File: config.mk
export PLATFORM = sky130hd
export DESIGN_NAME = i2s_tdm_clock_gen_flat
export DESIGN_NICKNAME = d
export VERILOG_FILES = /design/src/rtl/i2s_tdm_clock_gen_pkg.sv /design/src/rtl/i2s_tdm_clock_gen_if.sv /design/src/rtl/i2s_tdm_clock_gen_clk_div_phase.sv /design/src/rtl/i2s_tdm_clock_gen.sv /design/src/flat_wrapper.sv
export SDC_FILE = /design/constraint.sdc
export NUM_CORES = 1
export LEC_CHECK = 0
export CAP_MARGIN = 25
export CORE_MARGIN = 4
export CORE_UTILIZATION = 52
export DETAILED_ROUTE_END_ITERATION = 12
export PLACE_DENSITY_LB_ADDON = 0.1
export SLEW_MARGIN = 20
export SYNTH_ARGS = -nofsm -noshare
export SYNTH_HDL_FRONTEND = slang
export SYNTH_SLANG_ARGS = --single-unit
File: constraint.sdc
create_clock -name clk_i -period 3.5 [get_ports clk_i]
set_clock_uncertainty 0.15 [all_clocks]
set_input_delay 1.05 -clock clk_i [delete_from_list [all_inputs] [get_ports clk_i]]
set_output_delay 1.05 -clock clk_i [all_outputs]
set_load 0.02 [all_outputs]
File: src/rtl/i2s_tdm_clock_gen_pkg.sv
// Shared audio-clocking types: serial framing modes and the generator FSM states.
package i2s_tdm_clock_gen_pkg;

    typedef enum logic [1:0] {
        MODE_I2S  = 2'b00,
        MODE_LJ   = 2'b01,
        MODE_DSP  = 2'b10,
        MODE_RSVD = 2'b11
    } mode_e;

    typedef enum logic [1:0] {
        ST_IDLE = 2'b00,
        ST_RUN  = 2'b01,
        ST_STOP = 2'b10
    } state_e;

endpackage

File: src/rtl/i2s_tdm_clock_gen_if.sv
// Configuration inputs and clock/position outputs of the serial audio clock generator.
interface i2s_tdm_clock_gen_if #(
    parameter int unsigned DIV_W       = 8,
    parameter int unsigned SLOT_BITS_W = 6,
    parameter int unsigned SLOTS_W     = 4
) ();
    logic                   en_i;
    logic [DIV_W-1:0]       div_i;
    logic [SLOT_BITS_W-1:0] slot_bits_i;
    logic [SLOTS_W-1:0]     num_slots_i;
    logic [1:0]             mode_i;
    logic                   sck_o;
    logic                   ws_o;
    logic                   sck_rise_o;
    logic                   sck_fall_o;
    logic                   frame_start_o;
    logic [SLOTS_W-1:0]     slot_idx_o;
    logic [SLOT_BITS_W-1:0] bit_idx_o;
    logic                   busy_o;
    logic                   cfg_err_o;

    modport slave (
        input  en_i, div_i, slot_bits_i, num_slots_i, mode_i,
        output sck_o, ws_o, sck_rise_o, sck_fall_o, frame_start_o,
               slot_idx_o, bit_idx_o, busy_o, cfg_err_o
    );

    modport master (
        output en_i, div_i, slot_bits_i, num_slots_i, mode_i,
        input  sck_o, ws_o, sck_rise_o, sck_fall_o, frame_start_o,
               slot_idx_o, bit_idx_o, busy_o, cfg_err_o
    );
endinterface

File: src/rtl/i2s_tdm_clock_gen_clk_div_phase.sv
// Two-phase programmable divider: low phase first (div - div/2 cycles), then div/2 high cycles.
module clk_div_phase #(
    parameter int unsigned DIV_W = 8
) (
    input  logic             i_clk,
    input  logic             i_rst,
    input  logic             i_clr,
    input  logic             i_en,
    input  logic [DIV_W-1:0] i_div,
    output logic             o_sck,
    output logic             o_rise,
    output logic             o_fall,
    output logic             o_period_end
);

    logic [DIV_W-1:0] r_cnt;
    logic [DIV_W-1:0] w_cnt_nxt;
    logic [DIV_W-1:0] w_div_m1;
    logic [DIV_W-1:0] w_low;
    logic             w_wrap;
    logic             r_sck;
    logic             r_rise;
    logic             r_fall;

    // Phase counter next value and low-phase length
    always_comb begin
        w_div_m1 = i_div - DIV_W'(1);
        w_low    = i_div - (i_div >> 1);
        w_wrap   = (r_cnt == w_div_m1);
        if (w_wrap) begin
            w_cnt_nxt = DIV_W'(0);
        end else begin
            w_cnt_nxt = r_cnt + DIV_W'(1);
        end
    end

    // Count register with sck level and edge strobes registered together
    always_ff @(posedge i_clk) begin
        if (i_rst || i_clr) begin
            r_cnt  <= DIV_W'(0);
            r_sck  <= 1'b0;
            r_rise <= 1'b0;
            r_fall <= 1'b0;
        end else if (i_en) begin
            r_cnt  <= w_cnt_nxt;
            r_sck  <= (w_cnt_nxt >= w_low);
            r_rise <= (w_cnt_nxt == w_low);
            r_fall <= (w_cnt_nxt == DIV_W'(0));
        end else begin
            r_rise <= 1'b0;
            r_fall <= 1'b0;
        end
    end

    assign o_sck        = r_sck;
    assign o_rise       = r_rise;
    assign o_fall       = r_fall;
    assign o_period_end = i_en && w_wrap;

endmodule

File: src/rtl/i2s_tdm_clock_gen.sv
// Runtime-configurable SCK/WS generator for I2S, left-justified and DSP/TDM links with gapless stop.
module i2s_tdm_clock_gen
    import i2s_tdm_clock_gen_pkg::*;
#(
    parameter int unsigned DIV_W       = 8,
    parameter int unsigned SLOT_BITS_W = 6,
    parameter int unsigned SLOTS_W     = 4,
    parameter logic        WS_POL      = 1'b0
) (
    input  logic                clk_i,
    input  logic                rst_i,
    i2s_tdm_clock_gen_if.slave  bus_if
);

    state_e                 r_state;
    state_e                 w_state_nxt;
    logic [DIV_W-1:0]       r_div;
    logic [SLOT_BITS_W-1:0] r_sb_m1;
    logic [SLOTS_W-1:0]     r_ns;
    mode_e                  r_mode;
    logic                   w_latch;
    logic [SLOTS_W-1:0]     r_slot;
    logic [SLOTS_W-1:0]     w_slot_nxt;
    logic [SLOTS_W-1:0]     w_slot_adv;
    logic [SLOT_BITS_W-1:0] r_bit;
    logic [SLOT_BITS_W-1:0] w_bit_nxt;
    logic [SLOT_BITS_W-1:0] w_bit_adv;
    logic [SLOT_BITS_W-1:0] w_sb_in_m1;
    logic                   r_ws;
    logic                   w_ws_nxt;
    logic                   r_fs;
    logic                   w_fs_nxt;
    logic                   r_busy;
    logic                   r_err;
    logic                   w_err_nxt;
    logic                   w_wrap;
    logic                   w_sck;
    logic                   w_rise;
    logic                   w_fall;
    logic                   w_period_end;

    function automatic logic cfg_ok(input logic [DIV_W-1:0]       d,
                                    input logic [SLOT_BITS_W-1:0] sb,
                                    input logic [SLOTS_W-1:0]     ns,
                                    input logic [1:0]             md);
        logic pair_mode;
        pair_mode = (mode_e'(md) == MODE_I2S) || (mode_e'(md) == MODE_LJ);
        return (d >= DIV_W'(2)) && (sb >= SLOT_BITS_W'(2)) && (ns != SLOTS_W'(0)) &&
               (mode_e'(md) != MODE_RSVD) && !(pair_mode && ns[0]);
    endfunction

    // I2S looks one bit ahead: on bit 0 of a slot it already shows the next slot's level.
    function automatic logic ws_level(input mode_e                  md,
                                      input logic [SLOTS_W-1:0]     slot,
                                      input logic [SLOT_BITS_W-1:0] bit_i,
                                      input logic [SLOT_BITS_W-1:0] sb_m1,
                                      input logic [SLOTS_W-1:0]     ns);
        logic [SLOTS_W-1:0] half;
        logic [SLOTS_W-1:0] eff;
        logic               lvl;
        half = ns >> 1;
        if ((md == MODE_I2S) && (bit_i == SLOT_BITS_W'(0))) begin
            eff = (slot == ns - SLOTS_W'(1)) ? SLOTS_W'(0) : slot + SLOTS_W'(1);
        end else begin
            eff = slot;
        end
        case (md)
            MODE_DSP: lvl = ((slot == SLOTS_W'(0)) && (bit_i == sb_m1)) ? ~WS_POL : WS_POL;
            default:  lvl = (eff < half) ? WS_POL : ~WS_POL;
        endcase
        return lvl;
    endfunction

    clk_div_phase #(
        .DIV_W (DIV_W)
    ) u_div (
        .i_clk        (clk_i),
        .i_rst        (rst_i),
        .i_clr        (r_state == ST_IDLE),
        .i_en         (r_state != ST_IDLE),
        .i_div        (r_div),
        .o_sck        (w_sck),
        .o_rise       (w_rise),
        .o_fall       (w_fall),
        .o_period_end (w_period_end)
    );

    // Next state, next position and next word-select level
    always_comb begin
        w_state_nxt = r_state;
        w_slot_nxt  = r_slot;
        w_bit_nxt   = r_bit;
        w_ws_nxt    = r_ws;
        w_fs_nxt    = 1'b0;
        w_err_nxt   = r_err;
        w_latch     = 1'b0;
        w_sb_in_m1  = bus_if.slot_bits_i - SLOT_BITS_W'(1);
        w_wrap      = (r_slot == r_ns - SLOTS_W'(1)) && (r_bit == SLOT_BITS_W'(0));
        if (r_bit == SLOT_BITS_W'(0)) begin
            w_bit_adv  = r_sb_m1;
            w_slot_adv = (r_slot == r_ns - SLOTS_W'(1)) ? SLOTS_W'(0) : r_slot + SLOTS_W'(1);
        end else begin
            w_bit_adv  = r_bit - SLOT_BITS_W'(1);
            w_slot_adv = r_slot;
        end
        case (r_state)
            ST_IDLE: begin
                if (bus_if.en_i) begin
                    if (cfg_ok(bus_if.div_i, bus_if.slot_bits_i, bus_if.num_slots_i, bus_if.mode_i)) begin
                        w_latch     = 1'b1;
                        w_state_nxt = ST_RUN;
                        w_slot_nxt  = SLOTS_W'(0);
                        w_bit_nxt   = w_sb_in_m1;
                        w_ws_nxt    = ws_level(mode_e'(bus_if.mode_i), SLOTS_W'(0), w_sb_in_m1,
                                               w_sb_in_m1, bus_if.num_slots_i);
                        w_fs_nxt    = 1'b1;
                        w_err_nxt   = 1'b0;
                    end else begin
                        w_err_nxt = 1'b1;
                    end
                end else begin
                    w_state_nxt = ST_IDLE;
                end
            end
            ST_RUN, ST_STOP: begin
                w_state_nxt = bus_if.en_i ? ST_RUN : ST_STOP;
                // A pending stop only takes effect where the next frame would begin.
                if (w_period_end) begin
                    if (w_wrap && (r_state == ST_STOP) && !bus_if.en_i) begin
                        w_state_nxt = ST_IDLE;
                        w_slot_nxt  = SLOTS_W'(0);
                        w_bit_nxt   = SLOT_BITS_W'(0);
                        w_ws_nxt    = WS_POL;
                    end else begin
                        w_slot_nxt = w_slot_adv;
                        w_bit_nxt  = w_bit_adv;
                        w_ws_nxt   = ws_level(r_mode, w_slot_adv, w_bit_adv, r_sb_m1, r_ns);
                        w_fs_nxt   = w_wrap;
                    end
                end else begin
                    w_fs_nxt = 1'b0;
                end
            end
            default: w_state_nxt = ST_IDLE;
        endcase
    end

    // Shadow configuration captured only on an accepted start
    always_ff @(posedge clk_i) begin
        if (rst_i) begin
            r_div   <= DIV_W'(0);
            r_sb_m1 <= SLOT_BITS_W'(0);
            r_ns    <= SLOTS_W'(0);
            r_mode  <= MODE_I2S;
        end else if (w_latch) begin
            r_div   <= bus_if.div_i;
            r_sb_m1 <= w_sb_in_m1;
            r_ns    <= bus_if.num_slots_i;
            r_mode  <= mode_e'(bus_if.mode_i);
        end
    end

    // FSM state and registered outputs
    always_ff @(posedge clk_i) begin
        if (rst_i) begin
            r_state <= ST_IDLE;
            r_slot  <= SLOTS_W'(0);
            r_bit   <= SLOT_BITS_W'(0);
            r_ws    <= WS_POL;
            r_fs    <= 1'b0;
            r_busy  <= 1'b0;
            r_err   <= 1'b0;
        end else begin
            r_state <= w_state_nxt;
            r_slot  <= w_slot_nxt;
            r_bit   <= w_bit_nxt;
            r_ws    <= w_ws_nxt;
            r_fs    <= w_fs_nxt;
            r_busy  <= (w_state_nxt != ST_IDLE);
            r_err   <= w_err_nxt;
        end
    end

    assign bus_if.sck_o         = w_sck;
    assign bus_if.sck_rise_o    = w_rise;
    assign bus_if.sck_fall_o    = w_fall;
    assign bus_if.ws_o          = r_ws;
    assign bus_if.frame_start_o = r_fs;
    assign bus_if.slot_idx_o    = r_slot;
    assign bus_if.bit_idx_o     = r_bit;
    assign bus_if.busy_o        = r_busy;
    assign bus_if.cfg_err_o     = r_err;

endmodule

File: src/flat_wrapper.sv
// flat-port wrapper written by rule: the top's interface ports become plain ports
module i2s_tdm_clock_gen_flat import i2s_tdm_clock_gen_pkg::*;
#(
    parameter int unsigned DIV_W       = 8,
    parameter int unsigned SLOT_BITS_W = 6,
    parameter int unsigned SLOTS_W     = 4,
    parameter logic        WS_POL      = 1'b0
)
  (clk_i, rst_i, bus_if_en_i, bus_if_div_i, bus_if_slot_bits_i, bus_if_num_slots_i, bus_if_mode_i, bus_if_sck_o, bus_if_ws_o, bus_if_sck_rise_o, bus_if_sck_fall_o, bus_if_frame_start_o, bus_if_slot_idx_o, bus_if_bit_idx_o, bus_if_busy_o, bus_if_cfg_err_o);
  i2s_tdm_clock_gen_if #(.DIV_W(DIV_W), .SLOT_BITS_W(SLOT_BITS_W), .SLOTS_W(SLOTS_W)) bus_if_i ();
  input  logic clk_i;
  input  logic rst_i;
  input wire logic [$bits(bus_if_i.en_i)-1:0] bus_if_en_i;
  input wire logic [$bits(bus_if_i.div_i)-1:0] bus_if_div_i;
  input wire logic [$bits(bus_if_i.slot_bits_i)-1:0] bus_if_slot_bits_i;
  input wire logic [$bits(bus_if_i.num_slots_i)-1:0] bus_if_num_slots_i;
  input wire logic [$bits(bus_if_i.mode_i)-1:0] bus_if_mode_i;
  output wire logic [$bits(bus_if_i.sck_o)-1:0] bus_if_sck_o;
  output wire logic [$bits(bus_if_i.ws_o)-1:0] bus_if_ws_o;
  output wire logic [$bits(bus_if_i.sck_rise_o)-1:0] bus_if_sck_rise_o;
  output wire logic [$bits(bus_if_i.sck_fall_o)-1:0] bus_if_sck_fall_o;
  output wire logic [$bits(bus_if_i.frame_start_o)-1:0] bus_if_frame_start_o;
  output wire logic [$bits(bus_if_i.slot_idx_o)-1:0] bus_if_slot_idx_o;
  output wire logic [$bits(bus_if_i.bit_idx_o)-1:0] bus_if_bit_idx_o;
  output wire logic [$bits(bus_if_i.busy_o)-1:0] bus_if_busy_o;
  output wire logic [$bits(bus_if_i.cfg_err_o)-1:0] bus_if_cfg_err_o;
  assign bus_if_i.en_i = bus_if_en_i;
  assign bus_if_i.div_i = bus_if_div_i;
  assign bus_if_i.slot_bits_i = bus_if_slot_bits_i;
  assign bus_if_i.num_slots_i = bus_if_num_slots_i;
  assign bus_if_i.mode_i = bus_if_mode_i;
  assign bus_if_sck_o = bus_if_i.sck_o;
  assign bus_if_ws_o = bus_if_i.ws_o;
  assign bus_if_sck_rise_o = bus_if_i.sck_rise_o;
  assign bus_if_sck_fall_o = bus_if_i.sck_fall_o;
  assign bus_if_frame_start_o = bus_if_i.frame_start_o;
  assign bus_if_slot_idx_o = bus_if_i.slot_idx_o;
  assign bus_if_bit_idx_o = bus_if_i.bit_idx_o;
  assign bus_if_busy_o = bus_if_i.busy_o;
  assign bus_if_cfg_err_o = bus_if_i.cfg_err_o;
  i2s_tdm_clock_gen #(.DIV_W(DIV_W), .SLOT_BITS_W(SLOT_BITS_W), .SLOTS_W(SLOTS_W), .WS_POL(WS_POL)) u_core (.clk_i(clk_i), .rst_i(rst_i), .bus_if(bus_if_i));
endmodule
== After elaboration in Yosys (flattened, before gate mapping) ==
Cells that the tools add are included.

* Flip-flop bits (word level): 47
* Output and inout port bits: 17

* Equality and inequality tests: 14
* Reduce and logical (&&, ||, !) cells: 33
* Mux-type cells: 47
* $lt $le $gt $ge: 5
* $add $sub $neg: 9
* Bitwise gates (word level): 1

{| class="wikitable"
|+ Operators by type and width
! kind !! count
|-
| $mux 4 || 15
|-
| $mux 6 || 5
|-
| $logic_not 6->1 || 3
|-
| $eq 8x8->1 || 2
|-
| $mux 1 || 16
|-
| $logic_and 1x1->1 || 12
|-
| $pmux 6 s2 || 1
|-
| $sub 6x1->6 const B || 2
|-
| $mux 2 || 5
|-
| $add 4x1->4 const B || 2
|-
| $add 8x1->8 const B || 1
|-
| $eq 4x4->1 || 2
|-
| $ge 8x2->1 const B || 1
|-
| $ge 8x8->1 || 1
|-
| $logic_not 4->1 || 2
|-
| $logic_not 8->1 || 1
|-
| $lt 4x3->1 || 2
|-
| $mux 8 || 1
|-
| $pmux 4 s2 || 1
|-
| $sub 4x1->4 const B || 2
|-
| $sub 8x1->8 const B || 1
|-
| $sub 8x7->8 || 1
|-
| $eq 2x2->1 const B || 3
|-
| $eq 6x6->1 || 1
|-
| 15 further kinds || 26
|}

== Longest topological paths before layout ==
* Depth after elaboration: 16
* Mapped depth: 18
* Gate-level depth less buffers: 17

== Cells and area by module ==
From an unflattened synthesis, not the netlist that was laid out.

* Cells, all modules: 478
* Area, all modules: 3819.9 um2

{| class="wikitable"
|+ Modules (own cells, without submodules)
! module !! times used !! cells each !! seq. area each (um2) !! area an instance (um2)
|-
| i2s_tdm_clock_gen || 1 || 316 || 720.7 || 2471.1
|-
| clk_div_phase || 1 || 162 || 220.2 || 1348.8
|}

== Worst setup path after synthesis ==
Ideal clock, no wire load.

* Path type: register to register
* Start point: register u_core.r_div[1]
* End point: register u_core.u_div.r_sck, in the netlist u_core.u_div.o_sck
* Library setup time: 127 ps
* Data arrival time: 3300 ps
* Stages on the path, launching flop included: 19
* Slack: -77 ps
* Period minus slack after synthesis: 3577 ps
* Required time: 3223 ps
* Cells stage by stage: dfxtp_1 -> inv_1 -> ha_1 -> nor2b_1 -> xnor2_1 -> nand4_1 -> nor4_4 -> clkbuf_1 -> nor2b_1 -> ha_1 -> nor2b_1 -> o21a_1 -> o21a_1 -> o21a_1 -> o21a_1 -> o21ai_0 -> nand2b_1 -> a21oi_1 -> o21bai_1

* Longest elaborated chain between the ends: 4
* Elaborated cells between the ends (all ways): 5

{| class="wikitable"
|+ Ends and longest elaborated chain
! item !! line !! RTL
|-
| start, declared || i2s_tdm_clock_gen.sv:17 || <nowiki>logic [DIV_W-1:0] r_div;</nowiki>
|-
| start signal, assigned || i2s_tdm_clock_gen.sv:156 || <nowiki>r_div <= bus_if.div_i;</nowiki>
|-
| $sub 8x1->8 || i2s_tdm_clock_gen_clk_div_phase.sv:27 || <nowiki>w_div_m1 = i_div - DIV_W'(1);</nowiki>
|-
| $eq 8x8->1 || i2s_tdm_clock_gen_clk_div_phase.sv:29 || <nowiki>w_wrap = (r_cnt == w_div_m1);</nowiki>
|-
| $mux 8 || i2s_tdm_clock_gen_clk_div_phase.sv:30 || <nowiki>if (w_wrap) begin</nowiki>
|-
| named net u_core.u_div.w_cnt_nxt[1] || i2s_tdm_clock_gen_clk_div_phase.sv:17 || <nowiki>logic [DIV_W-1:0] w_cnt_nxt;</nowiki>
|-
| $ge 8x8->1 || i2s_tdm_clock_gen_clk_div_phase.sv:46 || <nowiki>r_sck <= (w_cnt_nxt >= w_low);</nowiki>
|-
| end signal, assigned || i2s_tdm_clock_gen_clk_div_phase.sv:46 ||
|-
| end, declared || i2s_tdm_clock_gen_clk_div_phase.sv:21 || <nowiki>logic r_sck;</nowiki>
|}

The timed path passes the listed nets, and every way through them passes these cells.
A chain may end at the register's enable or synchronous reset.

== Final worst setup path ==
* Start point: register u_core.r_div[2]
* End point: register u_core.u_div.r_sck, in the netlist u_core.u_div.o_sck

The elaborated chain is that of the path after synthesis.

==> key figures <==
Yosys
  – Main synth FF type: dfxtp_1
  – Register area share after synthesis: 0.258
  – Yosys warning count: 0
  – Syn Nets: 528
  – Top cell type's share of synthesized area: 0.258
  – Top cells by area, synth: dfxtp_1, ha_1, xnor2_1, a21oi_1, nor2_1
  – Syn Area/Cell: 7.80 um2
  – FF+latch count, synth: 47
  – Post-Synthesis Cells: 467
  – Yosys cell types: 62
  – Post-synth EDFFs: 0
  – Async SR Flop Fraction: 0
  – Synth area leader: dfxtp_1
  – Synthesized area: 3640 um2

Layout
  – Most frequent cells in the layout: nand2_1, nor2_1, dfxtp_1, clkdlybuf4s50_1, a21oi_1
  – ANT cells: 0
  – Share of layout cells above drive strength 1: 0.125
  – Syn-to-layout area delta: 22.9%
  – Nets: 586
  – Most common cell after layout, fill and taps aside: nand2_1
  – Final Core Density: 0.659

Global route
  – M2 GR Usage: 0.332
  – Largest net degree at the start of global routing: 36
  – Vias in the first global route: 3259
  – GR Util met3: 0.0361
  – Global routing's busiest layer: met1
  – GRT overflow: 0
  – Grt met1 use: 0.332
  – GRT Overall Usage: 0.220
  – First-pass GRT wire length: 15200 um
  – Initial antenna violation count: 0

Placed design
  – Buffers on Ports: 39
  – Routability cong.: 0.897
  – Dpl hpwl: 7250 um
  – Setup WS pre-CTS: -83.8 ps

Clock tree
  – Skew-Pair Late Insertion Delay: 310 ps
  – Clock sinks: 47
  – Inserted Clock Buffers: 5
  – Hold_buf cts: 0
  – H-tree depth: 2
  – Clk buf depth: 2
  – TritonCTS clock tree: built
  – Root Driver: clkbuf_8
  – Clock-pin slew on the worst setup and hold paths: 100 ps

Setup path
  – Critical Path RT: 3550 ps
  – Reg2Reg Depth: 17
  – Crit path max fanout: 4
  – Internal reg-to-reg setup slack: 170 ps
  – Critical path endpoint category: register
  – Crit path to: u_core.u_div.o_sck
  – Worst EP arrival: 3380 ps
  – Worst setup SP type: register
  – Worst Setup SP: u_core.r_div[2]
  – R2R Path End: u_core.u_div.o_sck
  – Reg-to-Reg Start: u_core.r_div[2]
  – Critical path class: reg -> reg

Power and ir drop
  – Max VDD drop: 182 uV
  – Pint: 1070 uW
  – Sequential power share: 0.361
  – Comb pwr share: 0.391
  – Net switching power: 597 uW
  – Power Total: 1670 uW
  – Sw frac: 0.357
  – Leakage power: 0.00179 uW
  – Clock power share: 0.248
  – PwrDens: 373 nW/um2

Die
  – # rows: 30
  – Die width: 91.7 um
  – Core area: 6790 um2
  – Die H: 91.7 um
  – Die area: 8410 um2
  – # IOs: 40
  – Initial Utilization: 0.536

Detailed routing
  – Avg WL per Cell: 14.9 um
  – Post-route ant nets: 0
  – Final WL: 9290 um
  – Vias: 3449
  – Vias/cell: 5.55
  – Drt first pass iters: 5
  – DRT iter0 DRCs: 222
  – DRC violations left: 0

Min path
  – Min-Delay Path Class: reg -> reg

Timing
  – Tightest Pin Transition: 814 ps
  – Post-route setup slack: 172 ps
  – Fin. Hold Viols: 0
  – Final worst-path cycle share: 0.951
  – Final min period: 3330 ps
  – Max-slew headroom: 0.455
  – Setup violators final: 0
  – F_max: 300 MHz
  – Final Slew Violations: 0

Flow run
  – Max cap viols: 0

Run status
  – Status: finished clean
-- cells in the mapped netlist (2+ instances only) --
library cell	n
a211oi_1	6
a21boi_0	2
a21oi_1	39
a31oi_1	5
buf_2	3
clkbuf_1	11
dfxtp_1	47
ha_1	37
inv_1	28
mux2_2	2
mux2i_1	3
nand2_1	51
nand2b_1	7
nand3_1	8
nand3b_1	4
nand4_1	4
nand4b_1	3
nor2_1	52
nor2b_1	6
nor3_1	24
nor3_2	2
nor3b_1	4
nor4_1	8
o21a_1	6
o21ai_0	14
o21bai_1	3
o22ai_1	6
o31ai_1	3
or2_2	3
or4_1	2
xnor2_1	24
xor2_1	20
-- what timing repair did --
action	in CTS	in global routing
buffers inserted	0	3
setup endpoints to repair	0	2
resized for setup	0	21
-- flip-flops by register name (all words and copies together), names as in the netlist --
| signal | flops |
|---|---|
| u_core.bus_if.bit_idx_o | 6 |
| u_core.bus_if.busy_o | 1 |
| u_core.bus_if.cfg_err_o | 1 |
| u_core.bus_if.frame_start_o | 1 |
| u_core.bus_if.slot_idx_o | 4 |
| u_core.bus_if.ws_o | 1 |
| u_core.r_div | 8 |
| u_core.r_mode | 2 |
| u_core.r_ns | 4 |
| u_core.r_sb_m1 | 6 |
| u_core.r_state | 2 |
| u_core.u_div.o_fall | 1 |
| u_core.u_div.o_rise | 1 |
| u_core.u_div.o_sck | 1 |
| u_core.u_div.r_cnt | 8 |
-- kinds of logic (layout without fill, tap and decap cells) --
family / Yosys count / after routing / synth area share
fa+ha+maj: 38 / 38 / 0.133
mux: 6 / 6 / 0.0182
compound gates: 95 / 95 / 0.160
flops: 47 / 47 / 0.258
simple gates: 192 / 192 / 0.268
buf+inv: 44 / 103 / 0.0515
xor+xnor: 45 / 45 / 0.112
-- power by group through the flow --
stage / combinational, uW / sequential (uW) / clock (uW)
6_report: 653 / 603 / 415
4_1_cts: 622 / 601 / 421
3_3_place_gp: 607 / 613 / 0
3_5_place_dp: 617 / 614 / 0
5_1_grt: 724 / 608 / 443
2_1_floorplan: 426 / 623 / 0
-- through the flow --
stage	TNS, ps	instance area, um2	hold slack, ps	std cells
floorplan	0	3640	303	467
global placement	0	4260	329	611
detailed placement	-83.8	4260	334	611
CTS	0	4370	347	619
global route	-47.6	4480	368	622
finish	0	4480	349	622
-- critical path: stages (launching register included) --
cell and delay [ps]:
dfxtp_1 330, inv_2 90, ha_2 190, nand3b_1 130, a21boi_2 220, xnor2_2 120, nor4_4 350, nor2b_1 120
ha_1 320, nor2b_1 130, o21a_1 160, o21a_1 170, o21a_1 160, o21a_1 160, o21ai_1 120, nand2b_1 90
a21oi_2 140, o21bai_1 80
-- worst min-delay path by stage --
stage	from	endpoint	slack, ps	cells past startpoint
detailed placement	u_core.r_ns[1]	u_core.r_ns[1]	330	2
global route	u_core.r_mode[0]	u_core.r_mode[0]	370	2
CTS	u_core.r_ns[1]	u_core.r_ns[1]	350	2
floorplan	u_core.r_mode[0]	u_core.r_mode[0]	300	2
global placement	u_core.r_ns[1]	u_core.r_ns[1]	330	2
finish	u_core.r_div[5]	u_core.r_div[5]	350	2
-- final cells by class --
type | count | area, um2
clock inverter | 3 | 46.3
multi-input combinational | 376 | 2590
fill | 602 | 2320
clock buffer | 5 | 68.8
inverter | 28 | 105
sequential | 47 | 943
tap | 96 | 120
timing repair buffer | 67 | 604
-- layer usage --
| layer | up-vias | part of all wire |
|---|---|---|
| met4 | 0 | 0.0084 |
| met2 | 105 | 0.43 |
| met5 | - | 0 |
| met1 | 1603 | 0.49 |
| li1 | 1732 | - |
| met3 | 9 | 0.067 |
(Power assumes the default switching activity.)
